<file path="config.mk">
export PLATFORM = sky130hd
export DESIGN_NAME = eth_frame_builder
export DESIGN_NICKNAME = d
export VERILOG_FILES = /design/src/rtl/eth_frame_builder.sv
export SDC_FILE = /design/constraint.sdc
export NUM_CORES = 1
export LEC_CHECK = 0
export BUFFER_PORTS_ARGS = -buffer_cell sky130_fd_sc_hd__buf_2
export CORE_MARGIN = 5
export CORE_UTILIZATION = 35
export CTS_CLUSTER_SIZE = 8
export DETAILED_ROUTE_END_ITERATION = 6
export GPL_TIMING_DRIVEN = 1
export PLACE_DENSITY = 0.51
export RECOVER_POWER = 50
export SYNTH_ARGS = -nofsm -noshare
export SYNTH_HDL_FRONTEND = slang
export SYNTH_SLANG_ARGS = --single-unit
</file>
<file path="constraint.sdc">
create_clock -name i_clk -period 3.6 [get_ports i_clk]
set_input_delay 0.18 -clock i_clk [delete_from_list [all_inputs] [get_ports i_clk]]
set_output_delay 0.18 -clock i_clk [all_outputs]
set_load 0.1 [all_outputs]
</file>
<file path="src/rtl/eth_frame_builder.sv">
// Ethernet frame builder: fills the transmitter's packet RAM with header, payload and
// zero padding, then kicks the transmitter and waits for it to return idle.
module eth_frame_builder #(
  parameter logic [47:0] MAC_DST   = 48'hFFFF_FFFF_FFFF,
  parameter logic [47:0] MAC_SRC   = 48'h0002_0304_0506,
  parameter logic [15:0] ETHERTYPE = 16'h0800,
  parameter logic [10:0] FRAME_MAX = 11'd1500,
  parameter logic [10:0] FRAME_MIN = 11'd60
) (
  input  logic        i_clk,
  input  logic        i_rst,
  input  logic        i_pl_valid,
  input  logic [7:0]  i_pl_data,
  input  logic        i_pl_last,
  output logic        o_pl_ready,
  output logic        o_ram_we,
  output logic [10:0] o_ram_adr,
  output logic [7:0]  o_ram_wdata,
  output logic [10:0] o_ram_data_size,
  output logic        o_tx_en,
  input  logic        i_tx_ready,
  output logic        o_busy,
  output logic        o_err_oversize,
  output logic [15:0] o_frames_sent
);

  typedef enum logic [2:0] {
    S_IDLE,
    S_HDR,
    S_PAYLOAD,
    S_PAD,
    S_DROP,
    S_KICK,
    S_WAIT_DONE
  } state_t;

  localparam logic [111:0] HDR_BITS = {MAC_DST, MAC_SRC, ETHERTYPE};
  localparam logic [10:0]  HDR_LAST = 11'd13;
  localparam logic [10:0]  HDR_LEN  = 11'd14;

  state_t      r_state;
  logic [10:0] r_wptr;
  logic        r_ram_we;
  logic [10:0] r_ram_adr;
  logic [7:0]  r_ram_wdata;
  logic [10:0] r_data_size;
  logic        r_tx_en;
  logic        r_pl_ready;
  logic        r_busy;
  logic        r_err;
  logic [15:0] r_frames_sent;

  state_t      w_state_next;
  logic [10:0] w_wptr_next;
  logic        w_we_next;
  logic [10:0] w_adr_next;
  logic [7:0]  w_wdata_next;
  logic [10:0] w_size_next;
  logic        w_tx_en_next;
  logic        w_pl_ready_next;
  logic        w_busy_next;
  logic        w_err_next;
  logic [15:0] w_frames_next;

  logic        w_accept;
  logic [10:0] w_wptr_inc;
  logic [7:0]  w_hdr [16];

  // Header bytes in wire order, MSB byte of each field first; slots 14/15 are never addressed.
  genvar gi;
  generate
    for (gi = 0; gi < 16; gi++) begin : g_hdr
      if (gi < 14) begin : g_byte
        assign w_hdr[gi] = HDR_BITS[111 - 8*gi -: 8];
      end else begin : g_unused
        assign w_hdr[gi] = 8'h00;
      end
    end
  endgenerate

  assign w_accept   = i_pl_valid & r_pl_ready;
  assign w_wptr_inc = r_wptr + 11'd1;

  always_comb begin
    w_state_next  = r_state;
    w_wptr_next   = r_wptr;
    w_we_next     = 1'b0;
    w_adr_next    = r_ram_adr;
    w_wdata_next  = r_ram_wdata;
    w_size_next   = r_data_size;
    w_tx_en_next  = 1'b0;
    w_err_next    = 1'b0;
    w_frames_next = r_frames_sent;

    case (r_state)
      S_IDLE: begin
        if (i_pl_valid) begin
          w_state_next = S_HDR;
          w_wptr_next  = 11'd0;
        end
      end

      S_HDR: begin
        w_we_next    = 1'b1;
        w_adr_next   = r_wptr;
        w_wdata_next = w_hdr[r_wptr[3:0]];
        if (r_wptr == HDR_LAST) begin
          w_state_next = S_PAYLOAD;
          w_wptr_next  = HDR_LEN;
        end else begin
          w_wptr_next = w_wptr_inc;
        end
      end

      S_PAYLOAD: begin
        if (w_accept) begin
          if (r_wptr < FRAME_MAX) begin
            w_we_next    = 1'b1;
            w_adr_next   = r_wptr;
            w_wdata_next = i_pl_data;
            w_wptr_next  = w_wptr_inc;
            if (i_pl_last) begin
              if (w_wptr_inc < FRAME_MIN) begin
                w_state_next = S_PAD;
              end else begin
                w_state_next = S_KICK;
                w_size_next  = w_wptr_inc;
                w_tx_en_next = 1'b1;
              end
            end
          end else if (i_pl_last) begin
            // Overflowing beat is also the last one: nothing left to discard.
            w_err_next   = 1'b1;
            w_state_next = S_IDLE;
          end else begin
            w_state_next = S_DROP;
          end
        end
      end

      S_PAD: begin
        w_we_next    = 1'b1;
        w_adr_next   = r_wptr;
        w_wdata_next = 8'h00;
        if (r_wptr == FRAME_MIN - 11'd1) begin
          w_state_next = S_KICK;
          w_size_next  = FRAME_MIN;
          w_tx_en_next = 1'b1;
        end else begin
          w_wptr_next = w_wptr_inc;
        end
      end

      S_DROP: begin
        if (w_accept && i_pl_last) begin
          w_err_next   = 1'b1;
          w_state_next = S_IDLE;
        end
      end

      S_KICK: begin
        // The request stays up until the transmitter is seen busy.
        w_tx_en_next = i_tx_ready;
        if (!i_tx_ready) begin
          w_state_next = S_WAIT_DONE;
        end
      end

      S_WAIT_DONE: begin
        if (i_tx_ready) begin
          w_frames_next = r_frames_sent + 16'd1;
          w_state_next  = S_IDLE;
        end
      end

      default: begin
        w_state_next = S_IDLE;
      end
    endcase

    w_pl_ready_next = (w_state_next == S_PAYLOAD) || (w_state_next == S_DROP);
    w_busy_next     = (w_state_next != S_IDLE);
  end

  always_ff @(posedge i_clk) begin
    if (i_rst) begin
      r_state       <= S_IDLE;
      r_wptr        <= 11'd0;
      r_ram_we      <= 1'b0;
      r_ram_adr     <= 11'd0;
      r_ram_wdata   <= 8'h00;
      r_data_size   <= 11'd0;
      r_tx_en       <= 1'b0;
      r_pl_ready    <= 1'b0;
      r_busy        <= 1'b0;
      r_err         <= 1'b0;
      r_frames_sent <= 16'd0;
    end else begin
      r_state       <= w_state_next;
      r_wptr        <= w_wptr_next;
      r_ram_we      <= w_we_next;
      r_ram_adr     <= w_adr_next;
      r_ram_wdata   <= w_wdata_next;
      r_data_size   <= w_size_next;
      r_tx_en       <= w_tx_en_next;
      r_pl_ready    <= w_pl_ready_next;
      r_busy        <= w_busy_next;
      r_err         <= w_err_next;
      r_frames_sent <= w_frames_next;
    end
  end

  assign o_pl_ready      = r_pl_ready;
  assign o_ram_we        = r_ram_we;
  assign o_ram_adr       = r_ram_adr;
  assign o_ram_wdata     = r_ram_wdata;
  assign o_ram_data_size = r_data_size;
  assign o_tx_en         = r_tx_en;
  assign o_busy          = r_busy;
  assign o_err_oversize  = r_err;
  assign o_frames_sent   = r_frames_sent;

endmodule

</file>
==> results_dict.tcl, run 1 <==
set metrics [dict create \
    yosys_register_bits 65 \
    syn2layout_area_growth_pct 13.4 \
    dpl.hpwl_um 5910 \
    ctsResizeCount 0 \
    rr_worst_depth 6 \
    finClkSkew_ns 0.00886 \
    maxClockFrequency_mhz 345 \
    chipHeight_um 106 \
    reg2reg_from "r_wptr[2]" \
    syn_nets 408 \
    placeableCoreArea_um2 9110 \
    yosys_most_used_dff "dfxtp_1" \
    tritoncts "yes" \
    worst-setup-path-type "register to register" \
    startpoint_type "register" \
    detail_route.wirelength_um 8480 \
    met3WireLength_um 495 \
    synth_area_um2 3210 \
    timing.final.max_slew_violations 0 \
    cp.arrival_ns 3.15 \
    place_congestion 0.811 \
    wl_per_cell_um 15.4 \
    antenna-diode-count 0 \
    run_status "finished clean" \
    grt_pass1_vias 2736 \
    worst_r2r_endpoint "o_ram_data_size[8]" \
    drive_above_1_share 0.0818 \
    antenna_violating_nets_post_route 0 \
    critPathRequiredTime_ns 3.85 \
    ys.warnings.count 0 \
    setup_violations_final 0 \
    hold_class "input pin to register" \
    floorplan.die_area_um2 11200 \
    drt_pass1_iterations 4 \
    tightest_slew_ns 1.20 \
    synth_cell_type_count 54 \
    placedCellCount 536 \
    cts_max_level 3 \
    hold-path-endpoint "o_ram_wdata[1]" \
    worstSetupEndpointType "register" \
    postCtsSetupBuffers 0 \
    route.vias.total 2906 \
    detail_route.drc_violations 0 \
    ctsHoldBuffers 0 \
    synth_area_per_cell_um2 8.25 \
    register_area_share_after_synthesis 0.405 \
    worst_skew_pair.late_latency_ns 0.34 \
    placementRows 35 \
    min_period_over_period 0.806 \
    ir_drop_uv 168 \
    holdCritStartpoint "i_pl_data[1]" \
    hold_viol 0 \
    design.final.nets 455 \
    ios 64 \
    grt_pass1_wl_um 14100 \
    power.density_cell_area_nw_per_um2 395 \
    global_route.usage.total 0.154 \
    timing.setup.tns_ns 0 \
    antenna_violations_before_repair 0 \
    cp_max_fo 18 \
    drv.max_cap_violation_count 0 \
    hold-path-cell-count 3 \
    gr-total-overflow 0 \
    routed-wl-met2_um 3770 \
    largest_net_degree_at_the_start_of_global_routing 45 \
    cts-buffers-inserted 9 \
    grt_setup_unrepaired "no" \
    synthesis.instances 389 \
    chipWidth_um 106 \
    vias_per_cell 5.27 \
    dr.first_iter.drc_count 139 \
    floorplan.initialDensity 0.352 \
    clock_tree.buffer_depth 2 \
    clk_root_buffer_cell "clkbuf_8" \
    clock-sinks 65 \
    top_signal_layer_used "met4" \
    met1_length_um 4140 \
    io_buffers 63 \
    final.fill_count 994 \
    path_clk_slew_ns 0.07 \
    synth-async-reset-ratio 0 \
    final_period_minus_worst_setup_slack_ns 2.90 \
    r2r_setup_slack_ns 0.70 \
    power.static_leakage_nw 1.22 \
    fin_cells 551 \
    worst_relative_slew_slack 0.203 \
    synth-edff-count 0 \
]
==> state kept, by name, indices dropped and copies added, names as in the netlist <==
register and cells:
o_err_oversize 1, o_ram_data_size 11, o_frames_sent 16, o_busy 1
r_state 3, o_ram_we 1, o_ram_adr 11, o_ram_wdata 8
o_pl_ready 1, o_tx_en 1, r_wptr 11
==> layout make-up <==
class | instances | area [um^2] | share of cell area
Inverter | 8 | 30.0 | 0.00825
Clock inverter | 3 | 17.5 | 0.00481
Clock buffer | 12 | 145 | 0.0399
Multi-Input combinational cell | 287 | 1740 | 0.478
Timing Repair Buffer | 65 | 267 | 0.0732
Tap cell | 111 | 139 | 0.0381
Sequential cell | 65 | 1300 | 0.357
==> report_power, final <==
part | total [W] | internal, W | leakage, nW | switching [W]
registers | 0.000745 | 0.000731 | 0.526 | 0.0000138
logic | 0.000157 | 0.0000290 | 0.607 | 0.000128
clock network | 0.000538 | 0.000263 | 0.0822 | 0.000275
==> worst max path at each step <==
stage	cells after the start	start	slack, ns	endpoint
after global routing	6	r_wptr[2]	0.53	o_ram_data_size[8]
after detailed placement	7	r_wptr[0]	0.85	r_wptr[6]
final	6	r_wptr[2]	0.70	o_ram_data_size[8]
after floorplan	6	o_pl_ready	1.22	o_ram_data_size[3]
after global placement	6	r_wptr[2]	0.86	o_ram_data_size[9]
after CTS	7	r_wptr[0]	0.83	r_wptr[6]
==> logic make-up after synthesis <==
logic type	Yosys count	share of synthesized area
simple gates	167	0.279
buf+inv	37	0.0522
compound gates	87	0.163
fa+ha+maj	6	0.0234
mux	4	0.0144
flops	65	0.405
xor+xnor	23	0.0627
==> worst max-delay path: stages, from the launching register on <==
cell and delay, ns:
dfxtp_1 0.65, a31oi_1 0.14, o21ai_0 0.76, nor3_1 0.26, o41a_1 0.37, or4b_1 0.55, o31ai_1 0.07
==> cells in the mapped netlist (all sizes together) (6+ instances only) <==
cell type	count	area share
xor2	11	0.030
nor2	37	0.043
and3	7	0.015
o21ai	15	0.023
nand4	8	0.016
a211oi	11	0.026
nand2	44	0.051
dfxtp	65	0.41
clkbuf	17	0.020
or3	9	0.018
nor3	14	0.025
ha	6	0.023
buf	12	0.023
nand3	12	0.019
a21oi	41	0.064
xnor2	12	0.033
inv	8	0.0094
==> per-layer routing <==
metal	GRT usage	vias up
met3	0.0398	7
met4	0.0453	0
met2	0.234	80
met1	0.215	1352
met5	0	-
li1	-	1467
==> metrics by stage <==
stage | hold slack [ns] | setup WS (ns) | power [W] | utilization | instance area, um^2
6_report | 0.119 | 0.699 | 0.00144 | 0.400 | 3640
5_1_grt | 0.117 | 0.526 | 0.00151 | 0.400 | 3640
4_1_cts | 0.102 | 0.833 | 0.00147 | 0.407 | 3700
3_5_place_dp | 0.441 | 0.851 | 0.000921 | 0.389 | 3540
3_3_place_gp | 0.437 | 0.858 | 0.000922 | 0.389 | 3540
2_1_floorplan | 0.339 | 1.22 | 0.000885 | - | 3210
==> cells in the final DEF, fill, tap and decap left out, types with 6 or more instances in the layout <==
cell | Yosys | routed
a21oi_1 | 41 | 41
nand2_1 | 44 | 44
dfxtp_1 | 65 | 65
nand3_1 | 12 | 12
xnor2_1 | 12 | 12
inv_1 | 8 | 8
nor2_1 | 37 | 37
a211oi_1 | 11 | 11
nor3_1 | 13 | 13
clkbuf_1 | 16 | 53
ha_1 | 6 | 6
o21ai_0 | 11 | 12
buf_2 | 7 | 12
nand4_1 | 8 | 8
clkbuf_8 | 0 | 10
and3_1 | 6 | 6
or3_1 | 9 | 9
xor2_1 | 11 | 11
Note: power is estimated with default switching activity, not from simulation.
==> run 2: changes to the inputs <==
--- a/config.mk
+++ b/config.mk
@@ -5,13 +5,14 @@
 export SDC_FILE = /design/constraint.sdc
 export NUM_CORES = 1
 export LEC_CHECK = 0
+export ABC_AREA = 1
 export BUFFER_PORTS_ARGS = -buffer_cell sky130_fd_sc_hd__buf_2
 export CORE_MARGIN = 5
 export CORE_UTILIZATION = 35
 export CTS_CLUSTER_SIZE = 8
 export DETAILED_ROUTE_END_ITERATION = 6
 export GPL_TIMING_DRIVEN = 1
-export PLACE_DENSITY = 0.51
+export PLACE_DENSITY = 0.53
 export RECOVER_POWER = 50
 export SYNTH_ARGS = -nofsm -noshare
 export SYNTH_HDL_FRONTEND = slang
==> constraint.sdc (replaced) <==
create_clock -name i_clk -period 2.5 [get_ports i_clk]
set_input_delay 0.125 -clock i_clk [delete_from_list [all_inputs] [get_ports i_clk]]
set_output_delay 0.125 -clock i_clk [all_outputs]
set_load 0.1 [all_outputs]
==> results_dict.tcl, run 2 <==
set metrics [dict create \
    run_status "finished clean" \
    chipHeight_um 107 \
    hold-path-cell-count 3 \
    gr-total-overflow 0 \
    combinationalPowerShare 0.171 \
    critPathTopFamily "simple AND/OR/NAND/NOR gates" \
    worstSetupEndpointType "register" \
    seq_power_share 0.464 \
    cp_max_fo 12 \
    largest_net_degree_at_the_start_of_global_routing 38 \
    final_common_cell "nand2_1" \
    detail_route.wirelength_um 8090 \
    ios 64 \
    clockPowerShare 0.365 \
    final_period_minus_worst_setup_slack_ns 2.21 \
    startpoint_type "register" \
    critPathRequiredTime_ns 2.77 \
    final_util 0.409 \
    postCtsSetupBuffers 0 \
    reg2reg_from "r_wptr[1]" \
    clock_tree.buffer_depth 2 \
    synth_top_family_by_area "simple AND/OR/NAND/NOR gates" \
    dpl.hpwl_um 6090 \
    worstSetupEndpoint "o_ram_data_size[3]" \
    ctsResizeCount 0 \
    synth-async-reset-ratio 0 \
    cp_common_cell "nor2_2" \
    drt_pass1_iterations 4 \
    cts_max_level 3 \
    floorplan.initialDensity 0.356 \
    ff_latch_area_um2 1300 \
    synth_top_cells_by_area "dfxtp_1 40%, nand2_1 8.0%, a21oi_1 7.8%, o21ai_0 5.5%, inv_1 4.7%" \
    antenna_violations_before_repair 0 \
    hold_class "input pin to register" \
    power_report.internal_total_w 0.00160 \
    timing.critical_path.slowest_cell_delay_ns 0.43 \
    synth_area_um2 3280 \
    synth_area_per_cell_um2 7.46 \
    drive_above_1_share 0.150 \
    route.vias.total 2988 \
    antenna-diode-count 0 \
    synthesis.instances 439 \
    cp.arrival_ns 2.47 \
    most-common-layout-cells "70 x nand2_1, 65 x dfxtp_1, 51 x a21oi_1, 51 x clkbuf_1, 42 x inv_1" \
    grt_pass1_wl_um 13300 \
    placementRows 35 \
    maxClockFrequency_mhz 453 \
    worst_r2r_endpoint "o_ram_data_size[3]" \
    setup_violations_final 0 \
    power.switching_w 0.000775 \
    synthAdderAreaFrac 0.0229 \
    r2r_setup_slack_ns 0.29 \
    floorplan.die_area_um2 11400 \
    hold_viol 0 \
    synthSimpleGateAreaFrac 0.299 \
    register_area_share_after_synthesis 0.397 \
    critical_path.n_buffers_inverters 0 \
    clk_root_buffer_cell "clkbuf_8" \
    worst_relative_slew_slack 0.178 \
    grt_setup_unrepaired "no" \
    wl_per_cell_um 13.1 \
    drv.max_cap_violation_count 0 \
    io_buffers 63 \
    ys.warnings.count 0 \
    place_congestion 0.882 \
    tightest_slew_ns 1.24 \
    synth-edff-count 0 \
    tritoncts "yes" \
    post-synth-top-count-cell "nand2_1" \
    detail_route.drc_violations 0 \
    rr_worst_depth 10 \
    global_route.usage.total 0.146 \
    yosys_most_used_dff "dfxtp_1" \
    cts-buffers-inserted 9 \
    antenna_violating_nets_post_route 0 \
    count_of_cell_instances_traversed_by_the_critical_path 10 \
    placeableCoreArea_um2 9200 \
    timing.setup.tns_ns 0 \
    timing.final.max_slew_violations 0 \
    path_clk_slew_ns 0.07 \
    clock-sinks 65 \
    yosysTopAreaCellShare 0.397 \
    ir_drop_uv 384 \
    setup.worst_path.start "r_wptr[1]" \
    design.final.nets 519 \
    min_period_over_period 0.883 \
    dr.first_iter.drc_count 93 \
    grt_pass1_vias 2858 \
    netSwitchingFraction 0.327 \
    ctsHoldBuffers 0 \
    yosys.area_share.xor_xnor 0.00802 \
    synth_largest_area_cell "dfxtp_1" \
    finClkSkew_ns 0.0101 \
    vias_per_cell 4.85 \
    chipWidth_um 107 \
    syn2layout_area_growth_pct 14.7 \
    synth_cell_type_count 42 \
    worst_skew_pair.late_latency_ns 0.34 \
    synth_compound_area_frac 0.183 \
    worst_path_max_delay_cell "dfxtp_1" \
    worst-setup-path-type "register to register" \
    syn_nets 458 \
    largest_reg_flops 16 \
    yosys_register_bits 65 \
    power.density_cell_area_nw_per_um2 631 \
    synth.cells.most_frequent "70 x nand2_1, 65 x dfxtp_1, 51 x a21oi_1" \
    path_cells "ha_1, xor2_1, nand3_1, nor2_2, nor2_2, nand2_1, nand3_2, nand2_2, o21ai_0, a31oi_1" \
    muxShareOfSynthArea 0 \
    final.fill_count 986 \
    power.static_leakage_nw 1.55 \
    area_of_the_multi_input_gates_um2 1650 \
]
## run 2: changes by cell type in the layout (fill, tap and decap cells not counted), moves of 7 or more
| cell | change |
|---|---|
| nor2_2 | +7 |
| nand3_1 | +18 |
| a211oi_1 | -9 |
| xnor2_1 | -11 |
| inv_1 | +34 |
| o21ai_0 | +24 |
| or3_1 | -9 |
| nand2_1 | +26 |
| xor2_1 | -9 |
| inv_2 | +9 |
| nand2_2 | +7 |
| nor3_1 | -8 |
| a21oi_1 | +10 |
## run 2: routing by layer
layer  vias up  wire, um  GRT usage
met5         -         0          0
met4         0       216     0.0658
met3        16       416     0.0391
met2        78      3560      0.225
met1      1313      3900      0.191
li1       1581         -          -
## run 2: layout make-up
class / count / area share
Tap cell: 111 / 0.0370
Timing Repair Buffer: 66 / 0.0729
Multi-Input combinational cell: 306 / 0.440
Inverter: 52 / 0.0523
Clock inverter: 7 / 0.0190
Clock buffer: 9 / 0.0330
Sequential cell: 65 / 0.346
## run 2: worst min-delay path by stage
stage | from | endpoint | slack (ns)
floorplan | i_pl_last | o_err_oversize | 0.27
global placement | i_pl_data[3] | o_ram_wdata[3] | 0.40
detailed placement | i_pl_data[3] | o_ram_wdata[3] | 0.41
CTS | i_pl_data[3] | o_ram_wdata[3] | 0.03
global route | i_pl_data[3] | o_ram_wdata[3] | 0.05
finish | i_pl_data[3] | o_ram_wdata[3] | 0.05
## run 2: power groups by stage
| stage | Sequential (W) | Combinational, W | Clock [W] |
|---|---|---|---|
| final | 0.00110 | 0.000405 | 0.000867 |
| after global routing | 0.00111 | 0.000434 | 0.000954 |
| after CTS | 0.00110 | 0.000418 | 0.000906 |
| after detailed placement | 0.00112 | 0.000416 | 0 |
| after global placement | 0.00112 | 0.000417 | 0 |
| after floorplan | 0.00133 | 0.000133 | 0 |
## run 2: worst min-delay path: stages
cell     delay (ns)
buf_2          0.09
nand2_1        0.05
a31oi_1        0.07
## run 2: through the flow
stage / cells / instance area [um^2] / setup WS, ns / hold slack, ns / power, W
floorplan: 439 / 3280 / 0.103 / 0.270 / 0.00146
global placement: 600 / 3650 / 0.308 / 0.400 / 0.00154
finish: 616 / 3760 / 0.293 / 0.0506 / 0.00237
CTS: 616 / 3850 / 0.270 / 0.0331 / 0.00242
global route: 616 / 3760 / 0.0512 / 0.0518 / 0.00249
detailed placement: 600 / 3650 / 0.282 / 0.411 / 0.00154
## run 2: logic make-up after synthesis
kind of cell,Yosys count
adder cells (fa/ha/maj),6
flip-flops,65
AO/OA/AOI/OAI,112
XOR/XNOR,3
buffers and inverters,68
AND/OR/NAND/NOR,185
==> run 3: changes to the inputs <==
--- a/config.mk
+++ b/config.mk
@@ -6,13 +6,13 @@
 export NUM_CORES = 1
 export LEC_CHECK = 0
 export ABC_AREA = 1
-export BUFFER_PORTS_ARGS = -buffer_cell sky130_fd_sc_hd__buf_2
 export CORE_MARGIN = 5
 export CORE_UTILIZATION = 35
 export CTS_CLUSTER_SIZE = 8
 export DETAILED_ROUTE_END_ITERATION = 6
+export DONT_BUFFER_PORTS = 1
 export GPL_TIMING_DRIVEN = 1
-export PLACE_DENSITY = 0.53
+export PLACE_DENSITY = 0.47
 export RECOVER_POWER = 50
 export SYNTH_ARGS = -nofsm -noshare
 export SYNTH_HDL_FRONTEND = slang
==> results_dict.tcl, run 3 (synthesized netlist as in run 2, its figures left out) <==
set metrics [dict create \
    startpoint_type "register" \
    detail_route.drc_violations 0 \
    reg2reg_from "r_wptr[1]" \
    clock-sinks 65 \
    worst_path_max_delay_cell "dfxtp_1" \
    dp_worst_setup_slack_ns 0.228 \
    count_of_cell_instances_traversed_by_the_critical_path 12 \
    cp_common_cell "nand2_1" \
    timing.setup.tns_ns 0 \
    path_cells "ha_1, nand3_4, nor2_2, nand2_1, nand2_1, nand3_1, nor2_1, nand2_1, nand3_2, nand2_4, o21ai_0, a31oi_1" \
    worst_skew_pair.late_latency_ns 0.34 \
    ios 64 \
    antenna_violations_before_repair 0 \
    ff_latch_area_um2 1300 \
    power.static_leakage_nw 1.56 \
    placementRows 35 \
    io_buffers 0 \
    clock_tree.buffer_depth 2 \
    floorplan.die_area_um2 11400 \
    vias_per_cell 4.99 \
    cp_max_fo 12 \
    run_status "finished clean" \
    setup_violations_final 0 \
    clk_root_buffer_cell "clkbuf_8" \
    path_clk_slew_ns 0.07 \
    syn2layout_area_growth_pct 16.1 \
    setup.worst_path.start "r_wptr[1]" \
    tightest_slew_ns 1.26 \
    drive_above_1_share 0.131 \
    floorplan.initialDensity 0.356 \
    design.final.nets 512 \
    critPathRequiredTime_ns 2.71 \
    worstSetupEndpointType "register" \
    chipWidth_um 107 \
    hold-path-cell-count 2 \
    finClkSkew_ns 0.0116 \
    power.density_cell_area_nw_per_um2 634 \
    ir_drop_uv 312 \
    drt_pass1_iterations 4 \
    final.fill_count 1003 \
    route.vias.total 3031 \
    wl_per_cell_um 14.2 \
    grt_setup_unrepaired "no" \
    holdCritStartpoint "i_pl_data[1]" \
    gr-total-overflow 0 \
    global_route.usage.total 0.158 \
    timing.final.max_slew_violations 0 \
    place_congestion 0.893 \
    critical_path.n_buffers_inverters 0 \
    hold_class "input pin to register" \
    tritoncts "yes" \
    dpl.hpwl_um 6380 \
    final_critical_path_setup_slack_ns 0.283 \
    largest_reg_flops 16 \
    detail_route.wirelength_um 8660 \
    final_common_cell "nand2_1" \
    grt_pass1_wl_um 14400 \
    grt_pass1_vias 2911 \
    worst_relative_slew_slack 0.158 \
    hold_viol 0 \
    dr.first_iter.drc_count 149 \
    most-common-layout-cells "70 x nand2_1, 65 x dfxtp_1, 51 x a21oi_1, 46 x clkbuf_1, 42 x inv_1" \
    final_util 0.414 \
    cts-buffers-inserted 9 \
    placeableCoreArea_um2 9200 \
    maxClockFrequency_mhz 451 \
    chipHeight_um 107 \
    min_period_over_period 0.887 \
    final_period_minus_worst_setup_slack_ns 2.22 \
    largest_net_degree_at_the_start_of_global_routing 38 \
    worst-setup-path-type "register to register" \
    cts_max_level 3 \
    timing.critical_path.slowest_cell_delay_ns 0.46 \
    area_of_the_multi_input_gates_um2 1670 \
    rr_worst_depth 12 \
    antenna-diode-count 0 \
    cp.arrival_ns 2.43 \
    drv.max_cap_violation_count 0 \
    antenna_violating_nets_post_route 0 \
    critPathTopFamily "simple AND/OR/NAND/NOR gates" \
]
run 3: stage by stage:
step	power [W]	cells	hold slack [ns]	cell area (um^2)
global placement	0.00154	584	0.196	3690
floorplan	0.00146	439	0.270	3280
finish	0.00241	608	0.0297	3800
detailed placement	0.00154	584	0.198	3690
global route	0.00252	608	0.0427	3800
CTS	0.00247	608	0.0113	3990
run 3: layer usage:
layer	global-route usage	part of all wire	up-vias
met5	0	0	-
met4	0.0685	0.019	0
met3	0.0415	0.056	14
met2	0.252	0.46	65
li1	-	-	1569
met1	0.202	0.47	1383
run 3: repair_timing:
action                                  CTS  global route
endpoints found under the setup margin    0             1
hold buffers                              9             0
gates resized for setup                   0             1
hold endpoints to repair                 38             0
setup buffers                             0             0
run 3: final timing paths:
check / endpoint / slack (ns)
worst min register to register: o_ram_data_size[10] / 0.49
worst max register to register: o_ram_data_size[3] / 0.28
worst max-delay path: o_ram_data_size[3] / 0.28
worst min-delay path: o_ram_wdata[1] / 0.03
run 3: layout make-up:
cell class,instances,share of cell area
Timing Repair Buffer,59,0.0806
Multi-Input combinational cell,306,0.438
Clock inverter,3,0.0105
Sequential cell,65,0.342
Inverter,52,0.0516
Clock buffer,12,0.0408
Tap cell,111,0.0365
run 3: where the power goes:
group          switching (W)  internal, W  total, W  leakage, nW
combinational       0.000333    0.0000697  0.000403        0.933
sequential         0.0000380      0.00107   0.00111        0.529
clock               0.000391     0.000507  0.000898        0.102
